--- src/rtl/opc5_bus_pkg.sv ---
// opc5_bus_pkg: shared port ids, bus widths and request record for OPC5 bus masters.
package opc5_bus_pkg;
  localparam logic PORT_CPU = 1'b0;
  localparam logic PORT_AUX = 1'b1;
  localparam int BUS_AW = 16;
  localparam int BUS_DW = 16;
  typedef struct packed {
    logic              rnw;
    logic [BUS_AW-1:0] addr;
    logic [BUS_DW-1:0] wdata;
  } bus_req_t;
endpackage

--- src/rtl/opc5_rr_pick.sv ---
// opc5_rr_pick: combinational two-way round-robin picker with a hold-owner bias.
module opc5_rr_pick (
  input  logic [1:0] req,
  input  logic       last,
  input  logic       hold,
  output logic [1:0] gnt
);
  logic [1:0] owner;
  assign owner = last ? 2'b10 : 2'b01;
  always_comb gnt = &req ? (hold ? owner : ~owner) : req;
endmodule

--- src/rtl/opc5_mem_arbiter.sv ---
// opc5_mem_arbiter: shares one single-port synchronous memory between the CPU and an aux master.
module opc5_mem_arbiter
  import opc5_bus_pkg::*;
#(
  parameter int BURST_MAX = 4,
  parameter int AW = BUS_AW,
  parameter int DW = BUS_DW
) (
  input  logic          clk,
  input  logic          reset,
  input  logic          req0,
  input  logic          req1,
  input  logic          lock0,
  input  logic          lock1,
  input  logic          rnw0,
  input  logic          rnw1,
  input  logic [AW-1:0] addr0,
  input  logic [AW-1:0] addr1,
  input  logic [DW-1:0] wdata0,
  input  logic [DW-1:0] wdata1,
  output logic          gnt0,
  output logic          gnt1,
  output logic [DW-1:0] rdata0,
  output logic [DW-1:0] rdata1,
  output logic          rvalid0,
  output logic          rvalid1,
  output logic          mem_ce,
  output logic          mem_rnw,
  output logic [AW-1:0] mem_addr,
  output logic [DW-1:0] mem_wdata,
  input  logic [DW-1:0] mem_rdata
);
  localparam logic [3:0] BM = 4'(BURST_MAX);
  logic       last_q;
  logic [3:0] cnt_q;
  logic [1:0] rpend_q;
  logic [1:0] gnt;
  logic       hold;
  logic       win;
  // The previous owner keeps the memory only while it asks to and its burst budget lasts.
  assign hold = (last_q ? lock1 : lock0) && (cnt_q < BM);
  opc5_rr_pick u_pick (
    .req  ({req1, req0}),
    .last (last_q),
    .hold (hold),
    .gnt  (gnt)
  );
  assign win    = gnt[PORT_AUX];
  assign gnt0   = gnt[PORT_CPU];
  assign gnt1   = gnt[PORT_AUX];
  assign mem_ce = |gnt;
  always_comb begin
    mem_rnw   = gnt[PORT_AUX] ? rnw1   : gnt[PORT_CPU] ? rnw0   : 1'b0;
    mem_addr  = gnt[PORT_AUX] ? addr1  : gnt[PORT_CPU] ? addr0  : '0;
    mem_wdata = gnt[PORT_AUX] ? wdata1 : gnt[PORT_CPU] ? wdata0 : '0;
  end
  always_ff @(posedge clk) begin
    if (reset) begin
      last_q  <= PORT_AUX;
      cnt_q   <= '0;
      rpend_q <= '0;
    end else begin
      rpend_q <= gnt & {rnw1, rnw0};
      if (!mem_ce) begin
        cnt_q <= '0;
      end else if (win == last_q) begin
        cnt_q <= (cnt_q == BM) ? cnt_q : cnt_q + 4'd1;
      end else begin
        cnt_q  <= 4'd1;
        last_q <= win;
      end
    end
  end
  // A return still in flight while reset is asserted is dropped immediately.
  assign rvalid0 = rpend_q[PORT_CPU] & ~reset;
  assign rvalid1 = rpend_q[PORT_AUX] & ~reset;
  assign rdata0  = mem_rdata;
  assign rdata1  = mem_rdata;
endmodule

--- config.mk ---
export PLATFORM = sky130hd
export DESIGN_NAME = opc5_mem_arbiter
export DESIGN_NICKNAME = d
export VERILOG_FILES = /design/src/rtl/opc5_bus_pkg.sv /design/src/rtl/opc5_rr_pick.sv /design/src/rtl/opc5_mem_arbiter.sv
export SDC_FILE = /design/constraint.sdc
export NUM_CORES = 1
export LEC_CHECK = 0
export ABC_AREA = 1
export CELL_PAD_IN_SITES_DETAIL_PLACEMENT = 0
export CELL_PAD_IN_SITES_GLOBAL_PLACEMENT = 2
export CORE_MARGIN = 1
export CORE_UTILIZATION = 10
export DETAILED_ROUTE_END_ITERATION = 6
export GPL_TIMING_DRIVEN = 0
export PLACE_DENSITY = 0.88
export SYNTH_ARGS = -nofsm -noshare
export SYNTH_HDL_FRONTEND = slang
export SYNTH_HIERARCHICAL = 1
export SYNTH_SLANG_ARGS = --single-unit
--- constraint.sdc ---
create_clock -name clk -period 3.1 [get_ports clk]
set_input_delay 0.465 -clock clk [delete_from_list [all_inputs] [get_ports clk]]
set_output_delay 0.465 -clock clk [all_outputs]
set_load 0.03 [all_outputs]
-- Yosys cells after proc, flatten, opt, wreduce, memory -nomap -nowiden
Cells that the tools add are included.
Widths: inputs -> output; s select.
- flip-flop bits (word level): 7
- output and inout bits: 70
- add/subtract/negate cells: 1
- $lt $le $gt $ge: 1
- equal/unequal tests: 3
- multiplexer cells: 12
- bitwise operators: 7
- reductions and logical operators: 6
- operators with widths (operator ; number):
    $mux 16 ; 4
    $mux 2 ; 3
    $mux 1 ; 5
    $add 4x1->4 const B ; 1
    $eq 4x3->1 const B ; 1
    $lt 4x3->1 const B ; 1
    $reduce_and 2->1 ; 2
    $reduce_or 2->1 ; 2
    $not 1->1 ; 3
    $reduce_or 3->1 ; 1
    $and 1x1->1 ; 2
    $and 2x2->2 ; 1
    $ne 2x2->1 const B ; 1
    $not 2->2 ; 1
    $eq 1x1->1 ; 1
    $logic_and 1x1->1 ; 1

-- Longest topological paths before layout
Gate-level depths: netlist (run 1).
- depth after elaboration: 7
- gate-level depth with buffers: 12

-- Modules after synthesis
The synthesis (run 1) kept the hierarchy.
- by module, submodules not included (module ; times used ; cells each ; area an instance (um^2)):
    opc5_mem_arbiter ; 1 ; 190 ; 1092.3
    opc5_rr_pick ; 1 ; 14 ; 62.6

-- Least setup slack after synthesis (run 1)
OpenSTA, ideal clock, no wires.
- path type: register to output
- start: register last_q
- end: output mem_rnw
- data arrival time: 2.124 ns
- path slack: 0.511 ns
- cell stages (with the launch flop): 10
- buffers on the path: 1
- path through: dfxtp_1 o21ai_0 a21oi_1 inv_1 nand2_1 nand3_2 nand2_1 buf_2 nand2_1 o21ai_0
- cells in the longest elaborated chain, start to end: 6
- elaborated cells between the ends (all ways): 8
- classes of those cells: mux: 6; bitwise: 1; reduce/logical: 1
- RTL lines (what ; RTL line ; source):
    from (decl) ; opc5_mem_arbiter.sv:34 ; logic last_q;
    from (signal assigned) ; opc5_mem_arbiter.sv:70 ; last_q <= win;
    $mux 1 ; opc5_mem_arbiter.sv:41 ; assign hold = (last_q ? lock1 : lock0) && (cnt_q < BM);
    $logic_and 1x1->1 ; opc5_mem_arbiter.sv:41 ;
    net hold ; opc5_mem_arbiter.sv:38 ; logic hold;
    $mux 2 (2 in series) ; opc5_rr_pick.sv:10 ; always_comb gnt = &req ? (hold ? owner : ~owner) : req;
    net gnt0 ; opc5_mem_arbiter.sv:21 ; output logic gnt0,
    $mux 1 (2 in series) ; opc5_mem_arbiter.sv:53 ; mem_rnw = gnt[PORT_AUX] ? rnw1 : gnt[PORT_CPU] ? rnw0 : 1'b0;
    to (decl) ; opc5_mem_arbiter.sv:28 ; output logic mem_rnw,
The timed path passes the listed nets, and every way through them passes these cells.

-- Worst setup path in the final report (run 1)
- start: input lock0
- end: output mem_rnw
- cells in the longest elaborated chain, start to end: 6
- RTL lines (what ; RTL line ; source):
    from (decl) ; opc5_mem_arbiter.sv:13 ; input logic lock0,
    $mux 1 * ; opc5_mem_arbiter.sv:41 ;
    $logic_and 1x1->1 * ; opc5_mem_arbiter.sv:41 ;
    net hold ; opc5_mem_arbiter.sv:38 ;
    $mux 2 * (2 in series) ; opc5_rr_pick.sv:10 ;
    $mux 1 ; opc5_mem_arbiter.sv:53 ;
    $mux 1 * ; opc5_mem_arbiter.sv:53 ;
The timed path passes the listed nets; every way through them passes the cells marked *.

==> results of run 1 <==
[state kept, by name (all words and copies together) (netlist names)]
signal / cells
cnt_q: 4
rpend_q: 2
last_q: 1
[cell type report]
class | instances | area [sq um]
Tap cell | 140 | 175
Sequential cell | 7 | 140
Inverter | 14 | 52.6
Multi-Input combinational cell | 140 | 653
Clock buffer | 4 | 78.8
Buffer | 43 | 319
Timing Repair Buffer | 141 | 1270
Fill cell | 1246 | 8340
[report_power, final]
| part | internal, W | switching, W |
|---|---|---|
| logic | 0.000238 | 0.000307 |
| registers | 0.0000960 | 0.00000583 |
| clock network | 0.000171 | 0.0000488 |
| total | 0.000505 | 0.000362 |
[tightest hold or removal path, delay by kind of cell (launching register included)]
kind,cells,cell delay [ns]
AO/OA/AOI/OAI,1,0.05
flip-flops,1,0.33
AND/OR/NAND/NOR,1,0.09
[routing by layer]
layer  track usage  routed length, um  vias to the layer above
li1              -                  -                      895
met1        0.0968               1970                      744
met2         0.157               2700                       83
met3        0.0142                378                        4
met4        0.0114                 22                        0
met5             0                  0                        -
[through the flow]
| stage | setup WS, ns | instance area [sq um] |
|---|---|---|
| 5_1_grt | 0.0907 | 2690 |
| 4_1_cts | -0.000747 | 2790 |
| 3_5_place_dp | -0.275 | 2740 |
| 6_report | 0.302 | 2690 |
| 3_3_place_gp | -0.257 | 2740 |
| 2_1_floorplan | 0.511 | 1150 |
[kinds of logic after synthesis]
kind of cell | synth area share
and+or+nand+nor | 0.476
buffers and inverters | 0.313
AOI/OAI and AO/OA | 0.0390
DFF | 0.121
xor gates and xnor gates | 0.0293
adders and majority gates | 0.0217
[placed cells by master (no fill, tap or decap), types with 2 or more instances in the layout]
| master | instances |
|---|---|
| o21ai_0 | 2 |
| nor2_1 | 7 |
| inv_2 | 2 |
| ha_1 | 2 |
| clkbuf_4 | 4 |
| inv_1 | 12 |
| a21oi_1 | 2 |
| nand3_2 | 2 |
| nand2_1 | 81 |
| buf_4 | 35 |
| nand3_1 | 35 |
| a21oi_2 | 2 |
| dlymetal6s2s_1 | 3 |
| clkbuf_2 | 30 |
| clkdlybuf4s50_1 | 107 |
| dfxtp_1 | 7 |
| buf_2 | 3 |
| clkbuf_16 | 3 |
[what timing repair did]
item | in CTS | in global routing
setup endpoints to repair | 31 | 33
resized for setup | 40 | 58
hold buffers | 0 | 0
[worst max path at each step]
| stage | from | endpoint | slack (ns) | cells after the start |
|---|---|---|---|---|
| 3_3_place_gp | lock0 | mem_addr[15] | -0.26 | 12 |
| 2_1_floorplan | last_q | mem_rnw | 0.51 | 9 |
| 4_1_cts | lock0 | mem_addr[4] | -0.0007 | 12 |
| 6_report | lock0 | mem_rnw | 0.30 | 11 |
| 3_5_place_dp | lock0 | mem_addr[3] | -0.28 | 12 |
| 5_1_grt | lock0 | mem_wdata[2] | 0.09 | 12 |
==> flow_summary.yaml, run 1 <==
worst_setup_path:
  cp_data_required_time_ns: 2.63
  crit_type: "in2out"
  cp_cell_sequence: "clkdlybuf4s50_1 -> o21ai_0 -> a21oi_1 -> inv_1 -> nand2_1 -> nand3_2 -> nand2_1 -> clkbuf_4 -> nand2_1 -> o21ai_0 -> dlygate4sd2_1"
  crit_fanout: 8
  crit_buf_inv: 4
  r2r_end: "last_q"
  max_stage_delay_ns: 0.45
  worstSetupStartpointType: "input port"
  regToRegSetupSlack_ns: 1.32
  r2r_cells: 9
  r2r-start: "last_q"
  arrival_ns: 2.33
  critPathTopFamily: "buffers and inverters"
  slowest_stage: "clkdlybuf4s50_1"
  path_common_cell: "nand2_1"
  end_kind: "primary output"
hold_path:
  hp-start: "cnt_q[1]"
  hold_class: "reg2reg"
  worstHoldEndpoint: "cnt_q[1]"
  worstHoldPathCells: 2
clock_network:
  cts_buffer_depth: 2
  tritoncts: "yes"
  root_buffer: "clkbuf_16"
  clk_pin_slew_worst_paths_ns: 0.04
  htreeDepth: 1
  insertion_delay_ns: 0.23
  post_cts_buffers: 0
  numCtsBuffers: 3
  clock-sinks: 7
final_layout:
  diodes: 0
  final_cells: 489
  utilization: 0.244
  fin_nets: 440
  syn2layout_area_growth_pct: 133
  drive_gt1_frac: 0.246
detailed_routing:
  wire_per_inst_um: 10.4
  drt_iter0_drc: 33
  drt-pass1-iter-count: 4
  avgViaCountPerCell: 3.53
  drc_errors: 0
  drtAntennaViolNets: 0
  wirelength_um: 5070
  vias: 1726
global_routing:
  grt_pass1_vias: 1691
  antenna_found_initial: 0
  grt_use_total: 0.0822
  grt_pass1_wl_um: 7820
  grt_max_degree: 11
  gr-total-overflow: 0
place:
  dp.cells: 485
  globalplace.congestion: 0.692
  numPortBuffers: 141
  hpwl_um: 4230
outcome:
  outcome: "finished, final reports clean"
timing:
  finalCritPeriodShare: 0.902
  period_needed_ns: 2.80
  rsz0062_at_grt: "false"
  slew_headroom: 0.787
  worst_slew_pin_slew_ns: 0.318
  finalMaxSlewViolations: 0
  setup_viol: 0
  hold_violations: 0
  max_freq_ghz: 0.357
  skew_ns: 0.000970
  hold_slack_ns: 0.512
  fin_tns_setup_ns: 0
logic_synthesis:
  yosys-top-cells-count: "nand2_1 (81), buf_4 (35), nand3_1 (35)"
  avgSynthCellArea_sq_um: 5.66
  syn_inst: 204
  synth_seq_cells: 7
  seq_area_frac_synth: 0.121
  synthArstFlopShare: 0
  syn_nets: 294
  synth.most_common_cell: "nand2_1"
  synth-main-ff-cell: "dfxtp_1"
  synth_top_area_share: 0.263
  ys_types: 21
  synth_area_sq_um: 1150
  synth_warnings: 6
  synth_top_area_cell: "nand2_1"
  yosys-top-cells-area: "nand2_1 (26%), buf_4 (23%), nand3_1 (15%)"
  synth_edf_count: 0
floorplanning:
  rows: 38
  initial_core_util: 0.105
  die_w_um: 109
  io_pins: 158
  dieHeight_um: 109
  dieArea_sq_um: 12000
  coreArea_sq_um: 11000
power_and_ir_drop:
  ir_drop_uv: 305
  power_w: 0.000867
  power.density_nw_per_um2: 323
  p_leak_nw: 1.33
job:
  cap_violations: 0
Power figures use the tool's default switching activity.
==> run 2, diff against run 1 <==
PLACE_DENSITY = unset   (was 0.88)
PLACE_DENSITY_LB_ADDON = 0.1   (was unset)
SKIP_CTS_REPAIR_TIMING = 1   (was unset)
==> flow_summary.yaml, run 2 (synthesis gave the netlist of run 1 again) <==
detailed_routing:
  vias: 1674
  wirelength_um: 5310
  wire_per_inst_um: 10.9
  drc_errors: 0
  drtAntennaViolNets: 0
  avgViaCountPerCell: 3.42
  drt-pass1-iter-count: 3
  drt_iter0_drc: 49
worst_setup_path:
  end_kind: "primary output"
  crit_path_end: "mem_wdata[13]"
  crit_start: "lock0"
  regToRegSetupSlack_ns: 1.29
  r2r_end: "cnt_q[2]"
  crit_type: "in2out"
  worstSetupStartpointType: "input port"
  r2r_cells: 11
  cp_data_required_time_ns: 2.63
  arrival_ns: 2.34
  crit_fanout: 10
  r2r-start: "last_q"
timing:
  setup_viol: 0
  worst_slack_ns: 0.298
  rsz0062_at_grt: "false"
  max_freq_ghz: 0.357
  worst_slew_pin_slew_ns: 0.362
  hold_violations: 0
  finalCritPeriodShare: 0.904
  period_needed_ns: 2.80
  finalMaxSlewViolations: 0
  skew_ns: 0.000730
  slew_headroom: 0.758
power_and_ir_drop:
  p_leak_nw: 1.34
  power.density_nw_per_um2: 323
  ir_drop_uv: 142
floorplanning:
  dieHeight_um: 109
  io_pins: 158
  dieArea_sq_um: 12000
  initial_core_util: 0.105
  die_w_um: 109
  coreArea_sq_um: 11000
  rows: 38
place:
  numPortBuffers: 141
  dp.cells: 485
  pre_cts_ws_ns: -0.289
  postPlaceCellArea_sq_um: 2740
  hpwl_um: 4470
  globalplace.congestion: 0.685
final_layout:
  drive_gt1_frac: 0.246
  diodes: 0
  final_cells: 489
  stdcell_area_sq_um: 2690
  final_common_cell: "clkdlybuf4s50_1"
  top_regs: "cnt_q: 4 flops, rpend_q: 2 flops, last_q: 1 flops"
  syn2layout_area_growth_pct: 133
  top_register: "cnt_q"
  largest_reg_flops: 4
  fin_nets: 440
  final_cell_mix: "clkdlybuf4s50_1 (107), nand2_1 (81), buf_4 (35), nand3_1 (35), clkbuf_2 (30)"
global_routing:
  grt_use_total: 0.0844
  grt_pass1_vias: 1681
  grt_pass1_wl_um: 7890
  gr-total-overflow: 0
  grt_max_degree: 11
  antenna_found_initial: 0
clock_network:
  cts_buffer_depth: 2
  insertion_delay_ns: 0.23
  numCtsBuffers: 3
  root_buffer: "clkbuf_16"
  htreeDepth: 1
  tritoncts: "yes"
  clock-sinks: 7
  clk_pin_slew_worst_paths_ns: 0.04
hold_path:
  hold_class: "reg2reg"
job:
  cap_violations: 0
outcome:
  outcome: "finished, final reports clean"
==> run 2: stage by stage <==
step / util / hold slack, ns / TNS [ns] / power (W)
CTS: 0.256 / 0.520 / -8.57 / 0.000932
floorplan: - / 0.485 / 0 / 0.000423
finish: 0.244 / 0.512 / 0 / 0.000868
detailed placement: 0.249 / 0.515 / -8.07 / 0.000705
global route: 0.244 / 0.566 / 0 / 0.000927
global placement: 0.249 / 0.522 / -8.58 / 0.000708
==> run 2: power breakdown <==
group	switching [W]	leakage, nW	internal (W)
Clock	0.0000484	0.0382	0.000171
Sequential	0.00000567	0.0573	0.0000959
Combinational	0.000308	1.24	0.000238
==> run 2: area by class of cell <==
type / instances / area, sq um
Buffer: 43 / 317
Clock buffer: 4 / 78.8
Fill cell: 1271 / 8340
Inverter: 14 / 52.6
Multi-Input combinational cell: 140 / 653
Sequential cell: 7 / 140
Tap cell: 140 / 175
Timing Repair Buffer: 141 / 1270
==> run 2: worst min-delay path by stage <==
stage	end	start	slack, ns	cells past startpoint
global route	cnt_q[1]	cnt_q[1]	0.57	2
CTS	cnt_q[1]	cnt_q[1]	0.52	2
floorplan	cnt_q[1]	cnt_q[1]	0.48	2
global placement	cnt_q[1]	cnt_q[1]	0.52	2
finish	cnt_q[1]	cnt_q[1]	0.51	2
detailed placement	cnt_q[1]	cnt_q[1]	0.51	2
==> run 2: worst max-delay path, cell delays in order <==
cell	delay, ns
clkdlybuf4s50_1	0.45
o21ai_0	0.06
a21oi_1	0.22
inv_1	0.09
nand2_1	0.08
nand3_2	0.05
nand2_1	0.09
buf_2	0.22
clkbuf_4	0.25
nand3_1	0.09
nand2_1	0.06
clkbuf_2	0.21
==> run 2: per-layer routing <==
| metal | wire length [um] | global-route usage |
|---|---|---|
| met5 | 0 | 0 |
| met4 | 27 | 0.0143 |
| met3 | 730 | 0.0421 |
| met2 | 2540 | 0.146 |
| met1 | 2010 | 0.0940 |
==> patch (settings of run 1) <==
`BUS_AW`: 16 -> 17.
--- a/src/rtl/opc5_bus_pkg.sv
+++ b/src/rtl/opc5_bus_pkg.sv
@@ -2,7 +2,7 @@
 package opc5_bus_pkg;
   localparam logic PORT_CPU = 1'b0;
   localparam logic PORT_AUX = 1'b1;
-  localparam int BUS_AW = 16;
+  localparam int BUS_AW = 17;
   localparam int BUS_DW = 16;
   typedef struct packed {
     logic              rnw;
Interface: changed (resized addr0, addr1 and mem_addr); port bits go from 158 to 161. The function was not compared with the original's and may differ.
==> patch against run 1 <==
  * Final area up 3.0%
  * Non-clock buffer count up 3
  * Setup slack worse by 0.12 ns
  * Clock skew about the same
  * Power up 2.9%
  * Combinational power up 4.4%
  * Sequential cell count unchanged
  * Critical path depth up 3
  * Synthesized area down 0.11%
  * Via count up 2.2%
  * Wire length up 2.7%
  * Sequential power about the same
  * Critical path type unchanged
  * Critical endpoint is now mem_addr[5]
  * Highest routed layer unchanged
==> patch: results (changes against run 1) <==
| Metric | Value |
|---|---|
| Largest cells by area after synthesis | `nand2_1, buf_4, nand3_1 (unchanged)` |
| DRT iter0 DRCs | `54 (was 33)` |
| Net count after synthesis | `299 (was 294)` |
| Crit path max fanout | `10 (was 8)` |
| Sequential cell area fraction in the yosys report | `12.1% (about the same)` |
| Routed wl met3 | `498 um (was 378 um)` |
| Core Util, Final | `25.1% (was 24.4%)` |
| Routed len/inst | `10.5 um (was 10.4 um)` |
| Vias in the first global route | `1674 (was 1691)` |
| Worst VDD drop | `0.128 mV (was 0.305 mV)` |
| Crit path to | `mem_addr[5] (was mem_rnw)` |
| Placed Cells incl. Taps | `491 (was 485)` |
| Top post-synthesis cells by count | `nand2_1, nand3_1, buf_4 (was nand2_1, buf_4, nand3_1)` |
| R2r endpoint | `cnt_q[2]$_SDFFE_PP0N_ (was last_q$_SDFFE_PP1P_)` |
| Pre-CTS WS | `-0.476 ns (was -0.275 ns)` |
| DP HPWL | `4.38 mm (was 4.23 mm)` |
| Status | `complete, no violations (unchanged)` |
| # resized after CTS | `44 (was 40)` |
| FF-to-FF path depth | `12 (was 9)` |
| Relative slew slack | `77.0% (was 78.7%)` |
| Skew final | `0.00111 ns (was 0.000970 ns)` |
| Fillers | `1252 (was 1246)` |
| Nets@finish | `448 (was 440)` |
| Gr usage total | `8.18% (was 8.22%)` |
| GPL Wtd Cong | `0.685 (was 0.692)` |
| Hold_ws | `0.520 ns (was 0.512 ns)` |
| Ratio of cells with drive above 1 in the final layout | `24.5% (was 24.6%)` |
| DR WL met2 | `2.51 mm (was 2.70 mm)` |
| Synth Instances | `207 (was 204)` |
| Via density | `3.56 (was 3.53)` |
[patch: kinds of logic after synthesis]
logic type      Yosys count  synth area share, %
xor+xnor                  3                 2.93
simple gates            132                 48.9
flops                     7                 12.1
buf+inv                  57                 30.7
fa+ha+maj                 2                 2.17
compound gates            6                 3.14
[patch: power by group]
part,switching (mW),leakage [nW],internal (mW)
sequential,0.00590,0.0573,0.0959
combinational,0.318,1.26,0.251
clock,0.0500,0.0382,0.171
total,0.374,1.36,0.518
[patch: final cells by class]
cell class	instances	share of cell area [%]
timing repair buffer	144	47.8
multi-input combinational	143	24.1
buffer	43	11.9
tap	140	6.33
sequential	7	5.07
clock buffer	4	2.85
inverter	14	1.99
[patch: tightest hold or removal path: cells and delay by family, from the launching register on]
family	cells	cell delay, ns
compound gates	1	0.05
flops	1	0.33
simple gates	1	0.09
[patch: per-layer routing]
layer | vias to the layer above | GRT usage, %
li1 | 915 | -
met1 | 738 | 9.71
met2 | 102 | 14.1
met3 | 9 | 2.31
met4 | 0 | 2.67
met5 | - | 0
